==> config.mk <==
export PLATFORM = sky130hd
export DESIGN_NAME = led_pattern_sequencer_flat
export DESIGN_NICKNAME = d
export VERILOG_FILES = /design/src/rtl/led_pattern_sequencer_if.sv /design/src/rtl/led_pattern_sequencer.sv /design/src/flat_wrapper.sv
export SDC_FILE = /design/constraint.sdc
export NUM_CORES = 1
export LEC_CHECK = 0
export CORE_AREA = 2 2 78 136
export CTS_BUF_LIST = sky130_fd_sc_hd__clkbuf_8
export CTS_CLUSTER_SIZE = 25
export DETAILED_ROUTE_END_ITERATION = 6
export DIE_AREA = 0 0 80 138
export SLEW_MARGIN = 30
export SYNTH_ARGS = -nofsm -noshare
export SYNTH_HDL_FRONTEND = slang
export SYNTH_SLANG_ARGS = --single-unit
export TNS_END_PERCENT = 1
==> constraint.sdc <==
create_clock -name clk_50mhz -period 3 [get_ports clk_50mhz]
set_input_delay 0.75 -clock clk_50mhz [delete_from_list [all_inputs] [get_ports clk_50mhz]]
set_output_delay 0.75 -clock clk_50mhz [all_outputs]
set_load 0.02 [all_outputs]
==> src/rtl/led_pattern_sequencer_if.sv <==
// rtl/led_pattern_sequencer_if.sv - control and status bundle for the LED pattern sequencer
interface led_pattern_sequencer_if #(
  parameter int NUM_LEDS = 10
);
  logic                key_one_start;
  logic [1:0]          mode;
  logic [NUM_LEDS-1:0] led_mask;
  logic [NUM_LEDS-1:0] leds;
  logic [3:0]          repeat_tens;
  logic [3:0]          repeat_ones;
  logic                running;
  logic                tick;

  modport master (
    output key_one_start, mode, led_mask,
    input  leds, repeat_tens, repeat_ones, running, tick
  );

  modport slave (
    input  key_one_start, mode, led_mask,
    output leds, repeat_tens, repeat_ones, running, tick
  );
endinterface

==> src/rtl/led_pattern_sequencer.sv <==
// rtl/led_pattern_sequencer.sv - algorithmic LED pattern engine with hold, pause and BCD repeat count
module led_pattern_sequencer #(
  parameter int NUM_LEDS    = 10,
  parameter int CLK_DIV     = 2500000,
  parameter int HOLD_TICKS  = 10,
  parameter int MAX_REPEATS = 99
) (
  input  logic                   clk_50mhz,
  input  logic                   key_zero_reset,
  led_pattern_sequencer_if.slave bus
);

  localparam int POS_W  = $clog2(NUM_LEDS);
  localparam int DIV_W  = $clog2(CLK_DIV);
  localparam int HOLD_W = $clog2(HOLD_TICKS + 2);

  localparam logic [POS_W-1:0]  POS_LAST  = POS_W'(NUM_LEDS - 1);
  localparam logic [DIV_W-1:0]  DIV_LAST  = DIV_W'(CLK_DIV - 1);
  localparam logic [HOLD_W-1:0] HOLD_INIT = HOLD_W'(HOLD_TICKS);
  localparam logic [3:0]        MAX_TENS  = 4'(MAX_REPEATS / 10);
  localparam logic [3:0]        MAX_ONES  = 4'(MAX_REPEATS % 10);

  localparam logic [1:0] M_SWEEP  = 2'b00;
  localparam logic [1:0] M_BOUNCE = 2'b01;
  localparam logic [1:0] M_FILL   = 2'b10;
  localparam logic [1:0] M_ALT    = 2'b11;

  localparam logic DIR_UP   = 1'b0;
  localparam logic DIR_DOWN = 1'b1;

  typedef enum logic [1:0] {S_IDLE, S_RUN, S_HOLD, S_PAUSED} state_t;

  state_t              state_q, state_d, ret_q;
  logic [2:0]          key_sync;
  logic [DIV_W-1:0]    div_q;
  logic [HOLD_W-1:0]   hold_q;
  logic [POS_W-1:0]    pos_q;
  logic                dir_q;
  logic [1:0]          mode_q;
  logic [NUM_LEDS-1:0] pattern_q;
  logic [3:0]          tens_q, ones_q;
  logic                tick_q;

  logic                press_evt, active, div_wrap, tick_fire;
  logic [POS_W-1:0]    step_pos;
  logic                step_dir, step_complete, step_endpoint;
  logic [1:0]          step_mode;
  logic [NUM_LEDS-1:0] step_pattern;
  logic [3:0]          tens_next, ones_next;

  function automatic logic [NUM_LEDS-1:0] pattern_of(input logic [1:0] m, input logic [POS_W-1:0] p);
    logic [NUM_LEDS-1:0] one_hot, fill_v, alt_v;
    for (int i = 0; i < NUM_LEDS; i++) begin
      one_hot[i] = (POS_W'(i) == p);
      fill_v[i]  = (POS_W'(i) <= p);
      alt_v[i]   = (i[0] == p[0]);
    end
    unique case (m)
      M_SWEEP, M_BOUNCE: pattern_of = one_hot;
      M_FILL:            pattern_of = fill_v;
      M_ALT:             pattern_of = alt_v;
    endcase
  endfunction

  // key_sync[1] is the synchronised button, key_sync[2] its previous value
  assign press_evt = key_sync[2] & ~key_sync[1];
  assign active    = (state_q == S_RUN) || (state_q == S_HOLD);
  assign div_wrap  = (div_q == DIV_LAST);
  assign tick_fire = active && div_wrap && !press_evt;

  always_comb begin
    step_pos      = pos_q;
    step_dir      = dir_q;
    step_complete = 1'b0;
    step_endpoint = 1'b0;
    unique case (mode_q)
      M_SWEEP: begin
        if (pos_q == POS_LAST) begin
          step_pos      = '0;
          step_complete = 1'b1;
        end else begin
          step_pos = pos_q + 1'b1;
        end
      end
      M_BOUNCE: begin
        if (dir_q == DIR_UP) begin
          step_pos = pos_q + 1'b1;
          if (step_pos == POS_LAST) begin
            step_endpoint = 1'b1;
            step_dir      = DIR_DOWN;
          end
        end else begin
          step_pos = pos_q - 1'b1;
          if (step_pos == '0) begin
            step_endpoint = 1'b1;
            step_complete = 1'b1;
          end
        end
      end
      M_FILL: begin
        if (pos_q == POS_LAST) begin
          step_pos      = '0;
          step_complete = 1'b1;
        end else begin
          step_pos      = pos_q + 1'b1;
          step_endpoint = (step_pos == POS_LAST);
        end
      end
      M_ALT: begin
        if (pos_q[0]) begin
          step_pos      = '0;
          step_complete = 1'b1;
        end else begin
          step_pos = POS_W'(1);
        end
      end
    endcase
    if (step_complete) step_dir = DIR_UP;
    // a new cycle picks up the live mode input; mid-cycle changes are ignored
    step_mode    = step_complete ? bus.mode : mode_q;
    step_pattern = pattern_of(step_mode, step_pos);
  end

  always_comb begin
    tens_next = tens_q;
    ones_next = ones_q + 1'b1;
    if (tens_q == MAX_TENS && ones_q == MAX_ONES) begin
      tens_next = '0;
      ones_next = '0;
    end else if (ones_q == 4'd9) begin
      tens_next = tens_q + 1'b1;
      ones_next = '0;
    end
  end

  always_ff @(posedge clk_50mhz or negedge key_zero_reset) begin
    if (!key_zero_reset) state_q <= S_IDLE;
    else                 state_q <= state_d;
  end

  always_comb begin
    state_d = state_q;
    unique case (state_q)
      S_IDLE:   if (press_evt) state_d = S_RUN;
      S_RUN: begin
        if (press_evt)
          state_d = S_PAUSED;
        else if (tick_fire && step_endpoint && HOLD_TICKS != 0)
          state_d = S_HOLD;
      end
      S_HOLD: begin
        if (press_evt)
          state_d = S_PAUSED;
        else if (tick_fire && hold_q == HOLD_W'(1))
          state_d = S_RUN;
      end
      S_PAUSED: if (press_evt) state_d = ret_q;
    endcase
  end

  always_comb begin
    bus.running     = active;
    bus.tick        = tick_q;
    bus.leds        = pattern_q & ~bus.led_mask;
    bus.repeat_tens = tens_q;
    bus.repeat_ones = ones_q;
  end

  always_ff @(posedge clk_50mhz or negedge key_zero_reset) begin
    if (!key_zero_reset) begin
      key_sync  <= 3'b111;
      div_q     <= '0;
      hold_q    <= '0;
      pos_q     <= '0;
      dir_q     <= DIR_UP;
      mode_q    <= M_SWEEP;
      pattern_q <= '0;
      tens_q    <= '0;
      ones_q    <= '0;
      tick_q    <= 1'b0;
      ret_q     <= S_RUN;
    end else begin
      key_sync <= {key_sync[1:0], bus.key_one_start};
      tick_q   <= tick_fire;

      // a pause landing on the wrap cycle parks the divider at its last count
      if (active) begin
        if (press_evt) begin
          ret_q <= state_q;
          if (!div_wrap) div_q <= div_q + 1'b1;
        end else begin
          div_q <= div_wrap ? '0 : div_q + 1'b1;
        end
      end

      if (state_q == S_IDLE && press_evt) begin
        mode_q    <= bus.mode;
        pos_q     <= '0;
        dir_q     <= DIR_UP;
        hold_q    <= '0;
        div_q     <= '0;
        pattern_q <= pattern_of(bus.mode, '0);
      end

      if (state_q == S_RUN && tick_fire) begin
        pos_q     <= step_pos;
        dir_q     <= step_dir;
        pattern_q <= step_pattern;
        mode_q    <= step_mode;
        if (step_endpoint) hold_q <= HOLD_INIT;
        if (step_complete) begin
          tens_q <= tens_next;
          ones_q <= ones_next;
        end
      end

      if (state_q == S_HOLD && tick_fire) hold_q <= hold_q - 1'b1;
    end
  end

endmodule

==> src/flat_wrapper.sv <==
// flat-port wrapper written by rule: the top's interface ports become plain ports
module led_pattern_sequencer_flat 
#(
  parameter int NUM_LEDS    = 10,
  parameter int CLK_DIV     = 2500000,
  parameter int HOLD_TICKS  = 10,
  parameter int MAX_REPEATS = 99
)
  (clk_50mhz, key_zero_reset, bus_key_one_start, bus_mode, bus_led_mask, bus_leds, bus_repeat_tens, bus_repeat_ones, bus_running, bus_tick);
  led_pattern_sequencer_if #(.NUM_LEDS(NUM_LEDS)) bus_i ();
  input  logic clk_50mhz;
  input  logic key_zero_reset;
  input wire logic [$bits(bus_i.key_one_start)-1:0] bus_key_one_start;
  input wire logic [$bits(bus_i.mode)-1:0] bus_mode;
  input wire logic [$bits(bus_i.led_mask)-1:0] bus_led_mask;
  output wire logic [$bits(bus_i.leds)-1:0] bus_leds;
  output wire logic [$bits(bus_i.repeat_tens)-1:0] bus_repeat_tens;
  output wire logic [$bits(bus_i.repeat_ones)-1:0] bus_repeat_ones;
  output wire logic [$bits(bus_i.running)-1:0] bus_running;
  output wire logic [$bits(bus_i.tick)-1:0] bus_tick;
  assign bus_i.key_one_start = bus_key_one_start;
  assign bus_i.mode = bus_mode;
  assign bus_i.led_mask = bus_led_mask;
  assign bus_leds = bus_i.leds;
  assign bus_repeat_tens = bus_i.repeat_tens;
  assign bus_repeat_ones = bus_i.repeat_ones;
  assign bus_running = bus_i.running;
  assign bus_tick = bus_i.tick;
  led_pattern_sequencer #(.NUM_LEDS(NUM_LEDS), .CLK_DIV(CLK_DIV), .HOLD_TICKS(HOLD_TICKS), .MAX_REPEATS(MAX_REPEATS)) u_core (.clk_50mhz(clk_50mhz), .key_zero_reset(key_zero_reset), .bus(bus_i));
endmodule
## After elaboration in Yosys (flattened, before gate mapping)

Index checks and enable logic that the tools add are counted.

| cells by class | value |
|---|---|
| add/subtract/negate cells | 6 |
| magnitude comparators | 10 |
| equality and inequality tests | 33 |
| mux-type cells | 47 |
| bitwise gates (word level) | 5 |
| reduce and logical (&&, ||, !) cells | 28 |

Operator list:

| kind | count |
|---|---|
| 22-bit 2-to-1 mux | 5 |
| 4-bit 2-to-1 mux | 12 |
| 10-bit case mux with 3 select lines | 1 |
| 22-bit by 1-bit adder with 22-bit output (second input constant) | 1 |
| 22-bit equality test (second input constant) | 1 |
| 10-bit 2-to-1 mux | 2 |
| 10-bit case mux with 2 select lines | 1 |
| 2-bit 2-to-1 mux | 9 |
| 2-bit equality test (second input constant) | 8 |
| 3-bit by 4-bit equality test with 1-bit output (first input constant) | 4 |
| 4-bit equality test (second input constant) | 4 |
| 3-bit by 4-bit <= comparator with 1-bit output (first input constant) | 4 |
| 1-bit 2-to-1 mux | 13 |
| 4-bit by 1-bit adder with 4-bit output (second input constant) | 3 |
| 4-bit case mux with 3 select lines | 1 |
| 10-bit AND | 1 |
| 10-bit inverter | 1 |
| 2-bit by 1-bit equality test with 1-bit output (second input constant) | 4 |
| 2-bit by 4-bit equality test with 1-bit output (first input constant) | 2 |
| 4-bit equality test (first input constant) | 2 |
| 1-bit by 4-bit <= comparator with 1-bit output (first input constant) | 2 |
| 2-bit by 4-bit <= comparator with 1-bit output (first input constant) | 2 |
| 4-bit <= comparator (first input constant) | 2 |
| 1-bit logical AND | 8 |
| other kinds (22) | 36 |

| storage, ports and cells | value |
|---|---|
| bits in registers | 59 |
| bits of input ports | 15 |
| output and inout bits | 20 |
| word-level logic and storage cells | 141 |

## Logic depth before layout (Yosys ltp)

Gate-level depths: netlist of run 1.

| logic depth | value |
|---|---|
| depth after elaboration | 10 |
| depth in mapped cells | 11 |
| mapped depth without buffers | 8 |

## Least setup slack after synthesis of run 1

No wires, ideal clock.

| path | value |
|---|---|
| path type | register to register |
| start point | register u_core.pos_q[0] |
| end point | register u_core.pattern_q[1] |
| library setup time | 0.121 ns |
| arrival time | 2.414 ns |
| required time | 2.879 ns |
| setup slack | 0.465 ns |
| cell stages (with the launch flop) | 10 |
| path buffers | 1 |
| period minus slack after synthesis | 2.535 ns |
| cells stage by stage | dfrtp_1 -> buf_2 -> clkinv_1 -> ha_1 -> and3_1 -> or3_1 -> nand3_1 -> nand3_1 -> o32a_1 -> a22o_1 |

| on the way | value |
|---|---|
| longest elaborated chain between the ends | 10 |
| elaborated cells on any way between the ends | 23 |
| classes of those cells | add/sub (2); order compare (1); eq/ne (5); mux (12); reduce/logical (3) |

Ends and longest elaborated chain:

| what | line | source |
|---|---|---|
| from (decl) | led_pattern_sequencer.sv:37 | `logic [POS_W-1:0] pos_q;` |
| from (signal assigned) | led_pattern_sequencer.sv:206 | `pos_q <= step_pos;` |
| 4-bit by 1-bit subtractor with 4-bit output | led_pattern_sequencer.sv:93 | `step_pos = pos_q - 1'b1;` |
| 4-bit zero test | led_pattern_sequencer.sv:94 | `if (step_pos == '0) begin` |
| 1-bit 2-to-1 mux | led_pattern_sequencer.sv:94 |  |
| 1-bit 2-to-1 mux | led_pattern_sequencer.sv:86 | `if (dir_q == DIR_UP) begin` |
| 1-bit case mux with 3 select lines | led_pattern_sequencer.sv:76 | `unique case (mode_q)` |
| 2-bit 2-to-1 mux | led_pattern_sequencer.sv:120 | `step_mode = step_complete ? bus.mode : mode_q;` |
| 2-bit by 1-bit equality test with 1-bit output / 2-bit zero test (equally long branches) | led_pattern_sequencer.sv:58 | `unique case (m)` |
| 2-bit OR reduction | led_pattern_sequencer.sv:58 |  |
| 10-bit case mux with 3 select lines (*) | led_pattern_sequencer.sv:58 |  |
| 10-bit 2-to-1 mux (*) | led_pattern_sequencer.sv:205 | `if (state_q == S_RUN && tick_fire) begin` |
| to (signal assigned) | led_pattern_sequencer.sv:202 | `pattern_q <= pattern_of(bus.mode, '0);` |
| to (signal assigned) | led_pattern_sequencer.sv:208 | `pattern_q <= step_pattern;` |
| to (decl) | led_pattern_sequencer.sv:40 | `logic [NUM_LEDS-1:0] pattern_q;` |

Mark *: on every way between the ends. The rest lies on a longest branch, timed or not.
A chain may end at the register's enable or synchronous reset.

## Final worst setup path of run 1

| path | value |
|---|---|
| start point | register u_core.state_q[0] |
| end point | output bus_running |

| on the way | value |
|---|---|
| longest elaborated chain between the ends | 2 |
| elaborated cells on any way between the ends | 3 |
| classes of those cells | eq/ne (2); reduce/logical (1) |

Ends and longest elaborated chain:

| what | line | source |
|---|---|---|
| from (decl) | led_pattern_sequencer.sv:33 | `state_t state_q, state_d, ret_q;` |
| from (signal assigned) | led_pattern_sequencer.sv:138 | `else state_q <= state_d;` |
| 2-bit by 1-bit equality test with 1-bit output / 2-bit equality test (equally long branches) | led_pattern_sequencer.sv:67 | `assign active = (state_q == S_RUN) \|\| (state_q == S_HOLD);` |
| 1-bit logical OR (*) | led_pattern_sequencer.sv:67 |  |
| to (decl) | flat_wrapper.sv:19 | `output wire logic [$bits(bus_i.running)-1:0] bus_running;` |

Marks and branches as above.

==> results of run 1 <==
==> routing by layer <==
metal	share of wire [%]	GRT usage [%]	up-vias
met5	0	0	-
met4	4.2	13.2	0
met1	38	24.1	1892
li1	-	-	1852
met3	3.3	3.66	36
met2	55	40.7	102
==> cell type report <==
class / count / area [sq um] / area share, %
Inverter: 15 / 56.3 / 1.15
Sequential cell: 59 / 1480 / 30.2
Multi-Input combinational cell: 372 / 2510 / 51.1
Tap cell: 127 / 159 / 3.23
Clock buffer: 10 / 138 / 2.80
Timing Repair Buffer: 58 / 515 / 10.5
Clock inverter: 6 / 51.3 / 1.04
==> kinds of logic (layout without fill, tap and decap cells) <==
logic type / after synthesis / count (layout)
fa+ha+maj: 19 / 19
xor+xnor: 14 / 14
mux: 11 / 11
buf+inv: 36 / 89
compound gates: 143 / 143
simple gates: 185 / 185
flops: 59 / 59
==> placed cells by master (no fill, tap or decap), types with 12 or more instances in the layout <==
cell type | synthesis | final
inv_1 | 14 | 17
nor2_1 | 37 | 37
buf_4 | 1 | 24
ha_1 | 19 | 19
nor2b_1 | 12 | 12
clkdlybuf4s50_1 | 0 | 33
a21oi_1 | 20 | 20
nand3_1 | 21 | 21
a211oi_1 | 12 | 12
dfrtp_1 | 55 | 55
nand2_1 | 51 | 51
o21ai_0 | 31 | 31
xnor2_1 | 12 | 12
==> path summary, 6_finish.rpt <==
check,slack (ns),depth (start not counted),start,to
hold reg to reg,0.36,0,u_core.key_sync[0],u_core.key_sync[1]
hold / removal,0.36,0,u_core.key_sync[0],u_core.key_sync[1]
max in group asynchronous,1.88,2,key_zero_reset,u_core.key_sync[2]
setup reg to reg,0.28,9,u_core.mode_q[1],u_core.pattern_q[0]
setup / recovery,0.18,3,u_core.state_q[0],bus_running
min in group asynchronous,0.37,1,key_zero_reset,u_core.hold_q[0]
==> through the flow <==
step | instances | setup WS (ns)
3_3_place_gp | 631 | 0.314
6_report | 647 | 0.177
4_1_cts | 647 | 0.168
2_1_floorplan | 467 | 0.465
5_1_grt | 647 | 0.0754
3_5_place_dp | 631 | 0.285
==> registers in the layout (all words and copies together), names as in the netlist <==
name                    flops
u_core.state_q              2
u_core.key_sync             3
u_core.hold_q               4
u_core.bus.tick             1
u_core.div_q               22
u_core.ret_q                2
u_core.bus.repeat_ones      4
u_core.mode_q               2
u_core.pattern_q           10
u_core.dir_q                1
u_core.bus.repeat_tens      4
u_core.pos_q                4
==> power by group <==
part | internal (mW) | switching, mW | total, mW
Clock | 0.394 | 0.327 | 0.721
Sequential | 0.928 | 0.127 | 1.05
Combinational | 0.586 | 0.911 | 1.50
==> timing repair <==
item,in CTS,in global routing
gates resized for setup,0,1
setup endpoints to repair,0,1
hold buffers,0,0
==> metrics, run 1 <==
status=complete, no violations; fillers=1022; Final min period=2.82 ns; DP HPWL=9150 um; f_max=0.354 GHz; CTS tree=done; # DRC=0; post-synthesis mux area share=2.80%; XOR/XNOR share of the synthesized area=2.95%; initial antenna violation count=0; synth warn=0; Worst EP arrival=2.07 ns; total power divided by cell area=666 mW/mm^2; Initial Util=41.3%; n_diodes=0; synthesized instance count=467; CP max stage delay=0.67 ns; EDFF count, synth=0; Worst Setup Path Type=reg -> out; CP top delay family=buffers and inverters; mean post-synth cell area=8.89 sq um; fin util=48.9%; DIE AREA=0.0110 sq mm; final setup vio count=0; DRT Pass-1 Iters=5; final instance area=0.00491 sq mm; Layout Nets=549; Num CTS Buffers=9; slowest cell on the critical path=clkdlybuf4s50_1; Worst Tran Pin Value=0.780 ns; hold_ws=0.357 ns; Vias/cell=6.00; Adder-Cell Fraction of Synth Area=5.72%; Buffers & Inverters on Critical Path=2; largest net degree at the start of global routing=24; Slew Limit Fails=0; Final Skew=0.0163 ns; CP Max Fanout=10; port bufs=34; Clock Tree Buf Depth=2; register area share after synthesis=35.7%; Top FF cell, synth=dfrtp_1; most frequent cell after synthesis=dfrtp_1; worst path cell trace=inv_1 > ha_1 > clkdlybuf4s50_1; share of cells above drive strength 1=13.1%; Netlist cell types=80; IO Pins=35; die height=138 um; die width=80 um; row count=49; min-delay worst type=reg -> reg; Peak VDD IR=0.000361 V; crit start category=register; Worst EP required=2.25 ns; P&R area growth vs syn=18.3%; RSZ-0062 raised after global routing=no; total track usage=22.7%; Area after DPL=0.00472 sq mm; First DRT Iteration DRCs=188; later-pin clock latency in the skew report=0.36 ns; Critical Path End Type=primary output; FFs w/ async S/R, synth=100%; max-cap violations=0; Reg clk slew, reported paths=0.07 ns; Placeable Area=0.0101 sq mm; Tcrit/Tclk final=94.1%; flops & latches, synth=59; Setup TNS Final=0 ns; post-synthesis cell area=0.00415 sq mm; area leader, netlist=dfrtp_1; simple logic cell fraction of the synthesized area=24.2%; vias=3882; main combinational cell family by area after synthesis=compound AO/OA/AOI/OAI gates; most instantiated cells after synthesis=dfrtp_1 (55), nand2_1 (51), nor2_1 (37); Max H-tree Level=3; Post-CTS Setup Inserts=0; Clock Sinks=59; CTS root buffer=clkbuf_8; number of global-route vias before repair=3975; area share of the largest cell type after synthesis=33.1%; gr ovfl total=0; total routed wirelength=11900 um; first-pass GRT wire length=19600 um; P_leak=2.12 nW; Fin. Hold Viols=0; largest cells by area after synthesis=dfrtp_1 (33%), ha_1 (5.7%), nand2_1 (4.6%); Synthesized Nets=501; routed wire length per instance=18.4 um; Synth Area in Compound Gates=24.6%; Antenna Nets Post-Route=0; GP Congestion=0.949; Final Power=3.27 mW; Max-Slew Margin vs Limit=46.6%
(Power assumes the default switching activity.)
==> run 2: changes to the inputs <==
- ABC_AREA: default -> 1
- CAP_MARGIN: default -> 20
- CORE_AREA: 2 2 78 136 -> 2 2 78 135
- DIE_AREA: 0 0 80 138 -> 0 0 80 137
==> run 2 against run 1 <==
Compared with the run above:
- maximum frequency grew 8.0%
- synthesized cell count grew 22%
- hold slack is essentially flat
==> metrics, run 2 <==
status=complete, no violations (unchanged); Resize count post-CTS=0 (unchanged); post-synthesis cell area=0.00414 sq mm (was 0.00415 sq mm); fillers=979 (was 1022); dpl cells=727 (was 631); Synthesized Nets=606 (was 501); Place WS=0.370 ns (was 0.285 ns); Top Registers=u_core.div_q (22), u_core.pattern_q (10) (unchanged); r2r endpoint=u_core.pattern_q[3] (was u_core.pattern_q[0]); Clock Sinks=59 (unchanged); P&R area growth vs syn=15.4% (was 18.3%); most instantiated cells after synthesis=nand2_1 (139), inv_1 (75), nor2_1 (59) (was dfrtp_1 (55), nand2_1 (51), nor2_1 (37)); EDFF count, synth=0 (unchanged); final setup vio count=0 (unchanged); DP HPWL=7940 um (was 9150 um); min-delay src=u_core.key_sync[0] (unchanged); row count=48 (was 49); Synth Area in Compound Gates=9.30% (was 24.6%); synth warn=0 (unchanged); P_leak=2.20 nW (was 2.12 nW); max-cap violations=0 (unchanged); IO Pins=35 (unchanged); Worst EP arrival=1.86 ns (was 2.07 ns); cell-internal power=1.58 mW (was 1.91 mW); CTS root buffer=clkbuf_8 (unchanged); Peak VDD IR=0.000298 V (was 0.000361 V); later-pin clock latency in the skew report=0.35 ns (was 0.36 ns); Worst EP required=2.25 ns (about the same); crit start category=input port (was register); Clock Tree Buf Depth=2 (unchanged); DIE AREA=0.0110 sq mm (about the same); die width=80 um (unchanged); WHS Path Cells=0 (unchanged); CTS tree=done (unchanged); Setup TNS Final=0 ns (unchanged); largest net degree at the start of global routing=32 (was 24); routed wire length per instance=13.7 um (was 18.4 um); Vias/cell=5.20 (was 6.00); crit-path most repeated cell=clkdlybuf4s50_1; mean post-synth cell area=7.24 sq um (was 8.89 sq um); Initial Util=42.1% (was 41.3%); sw frac=43.2% (was 41.7%); Post-CTS Setup Inserts=0 (unchanged); PnR worst setup slack=0.387 ns (was 0.177 ns); most common library cell in the layout ignoring fill and taps=nand2_1 (was dfrtp_1); CP Max Fanout=1 (was 10); most frequent cells in the layout=nand2_1 (139), inv_1 (79), nor2_1 (59) (was dfrtp_1 (55), nand2_1 (51), nor2_1 (37)); Critical Path End Type=primary output (unchanged); post-synthesis mux area share=0.242% (was 2.80%); Top FF cell, synth=dfrtp_1 (unchanged); Reg clk slew, reported paths=0.06 ns (was 0.07 ns); most flop-heavy register=u_core.div_q (unchanged); Min-Delay Endpoint=u_core.key_sync[1] (unchanged); Final Skew=0.0127 ns (was 0.0163 ns); initial antenna violation count=0 (unchanged); max reg flops=22 (unchanged); gr ovfl total=0 (unchanged); Tcrit/Tclk final=87.1% (was 94.1%); Max-Slew Margin vs Limit=54.2% (was 46.6%); register area share after synthesis=35.7% (about the same); Reg2Reg Launch Point=u_core.pos_q[0] (was u_core.mode_q[1]); slowest cell on the critical path=clkdlybuf4s50_1 (unchanged); clock power share=23.5% (was 22.0%); P_sw=1.20 mW (was 1.36 mW); Layout Nets=647 (was 549); worst reg2reg setup slack=0.74 ns (was 0.28 ns); Slew Limit Fails=0 (unchanged); FFs w/ async S/R, synth=100% (unchanged); first-pass GRT wire length=17500 um (was 19600 um); n_diodes=0 (unchanged); GP Congestion=0.939 (was 0.949); port bufs=34 (unchanged); area share of the largest cell type after synthesis=33.2% (was 33.1%); min-delay worst type=reg -> reg (unchanged); Area after DPL=0.00461 sq mm (was 0.00472 sq mm); Fin. Hold Viols=0 (unchanged); worst path cell trace=clkdlybuf4s50_1 > nor2_1 > clkdlybuf4s50_1 (was inv_1 > ha_1 > clkdlybuf4s50_1); total track usage=20.3% (was 22.7%); CP max stage delay=0.61 ns (was 0.67 ns); hold_ws=0.357 ns (about the same); die height=137 um (was 138 um); total power divided by cell area=580 mW/mm^2 (was 666 mW/mm^2); share of cells above drive strength 1=11.0% (was 13.1%); R2R cell count=16 (was 9); total routed wirelength=10100 um (was 11900 um); Adder-Cell Fraction of Synth Area=5.74% (was 5.72%); Final min period=2.61 ns (was 2.82 ns); First DRT Iteration DRCs=124 (was 188); synthesized instance count=572 (was 467); Antenna Nets Post-Route=0 (unchanged); Max H-tree Level=3 (unchanged); Critical Path Source=bus_led_mask[7] (was u_core.state_q[0]); Comb pwr share=42.0% (was 45.7%); Worst Setup Path Type=in -> out (was reg -> out); # DRC=0 (unchanged); largest cells by area after synthesis=dfrtp_1 (33%), nand2_1 (13%), inv_1 (6.8%) (was dfrtp_1 (33%), ha_1 (5.7%), nand2_1 (4.6%)); Netlist cell types=43 (was 80); simple logic cell fraction of the synthesized area=36.8% (was 24.2%); Non-Filler Instances=743 (was 647); Placeable Area=0.00985 sq mm (was 0.0101 sq mm); cts-stage hold buffer count=0 (unchanged); final instance area=0.00478 sq mm (was 0.00491 sq mm); Worst Tran Pin Value=0.687 ns (was 0.780 ns); XOR/XNOR share of the synthesized area=2.96% (was 2.95%); sequential power share=34.5% (was 32.2%); area leader, netlist=dfrtp_1 (unchanged); most frequent cell after synthesis=nand2_1 (was dfrtp_1); DRT Pass-1 Iters=4 (was 5); flops & latches, synth=59 (unchanged); f_max=0.383 GHz (was 0.354 GHz); number of global-route vias before repair=3947 (was 3975); Num CTS Buffers=9 (unchanged); main combinational cell family by area after synthesis=simple AND/OR/NAND/NOR gates (was compound AO/OA/AOI/OAI gates); vias=3860 (was 3882); RSZ-0062 raised after global routing=no (unchanged)
-- run 2: cell count changes after synthesis, sizes merged, moves of 12 or more --
cell,before,now
a211oi,12,0
inv,14,84
nand2,51,155
nand3,22,54
nor2,37,67
nor2b,12,0
-- run 2: cells by family (layout without fill, tap and decap cells) --
kind of cell / Yosys count / in the layout
AO/OA/AOI/OAI: 65 / 65
XOR/XNOR: 14 / 14
adder cells (fa/ha/maj): 19 / 19
buffers and inverters: 92 / 138
flip-flops: 59 / 59
multiplexers: 1 / 1
AND/OR/NAND/NOR: 322 / 322
-- run 2: worst max-delay path: cells and delay by family --
family | cells | cell delay, ns
buf+inv | 2 | 1.01
simple gates | 1 | 0.11
-- run 2: metal layers --
| metal | global-route usage [%] | wire (um) |
|---|---|---|
| met1 | 20.1 | 3860 |
| met2 | 38.2 | 5500 |
| met3 | 3.96 | 307 |
| met4 | 11.4 | 474 |
| met5 | 0 | 0 |
-- run 2: stage by stage --
stage	power, mW	util [%]
after CTS	2.81	48.5
after global routing	2.99	48.5
after global placement	2.13	46.8
after floorplan	1.89	-
final	2.77	48.5
after detailed placement	2.14	46.8
-- run 2: area by class of cell --
| cell class | count | area (sq um) | share of cell area [%] |
|---|---|---|---|
| Inverter | 86 | 325 | 6.80 |
| Sequential cell | 59 | 1480 | 31.0 |
| Clock inverter | 5 | 22.5 | 0.471 |
| Tap cell | 125 | 156 | 3.27 |
| Clock buffer | 11 | 151 | 3.17 |
| Multi-Input combinational cell | 421 | 2280 | 47.7 |
| Timing Repair Buffer | 36 | 363 | 7.59 |
-- run 2: how the worst max path moves through the flow --
stage                     endpoint  slack [ns]  cells after the start
2_1_floorplan  u_core.pattern_q[6]        1.05                     11
3_3_place_gp           bus_leds[7]        0.39                      3
3_5_place_dp           bus_leds[7]        0.37                      3
4_1_cts                bus_leds[7]        0.37                      3
5_1_grt                bus_leds[9]        0.33                      3
6_report               bus_leds[7]        0.39                      3
-- run 2: power by group through the flow --
stage                     Sequential, mW  Combinational, mW  Clock (mW)
after global placement             0.970               1.16           0
final                              0.957               1.16       0.652
after CTS                          0.957               1.18       0.675
after floorplan                    0.957              0.937           0
after detailed placement           0.972               1.17           0
after global routing               0.970               1.32       0.699
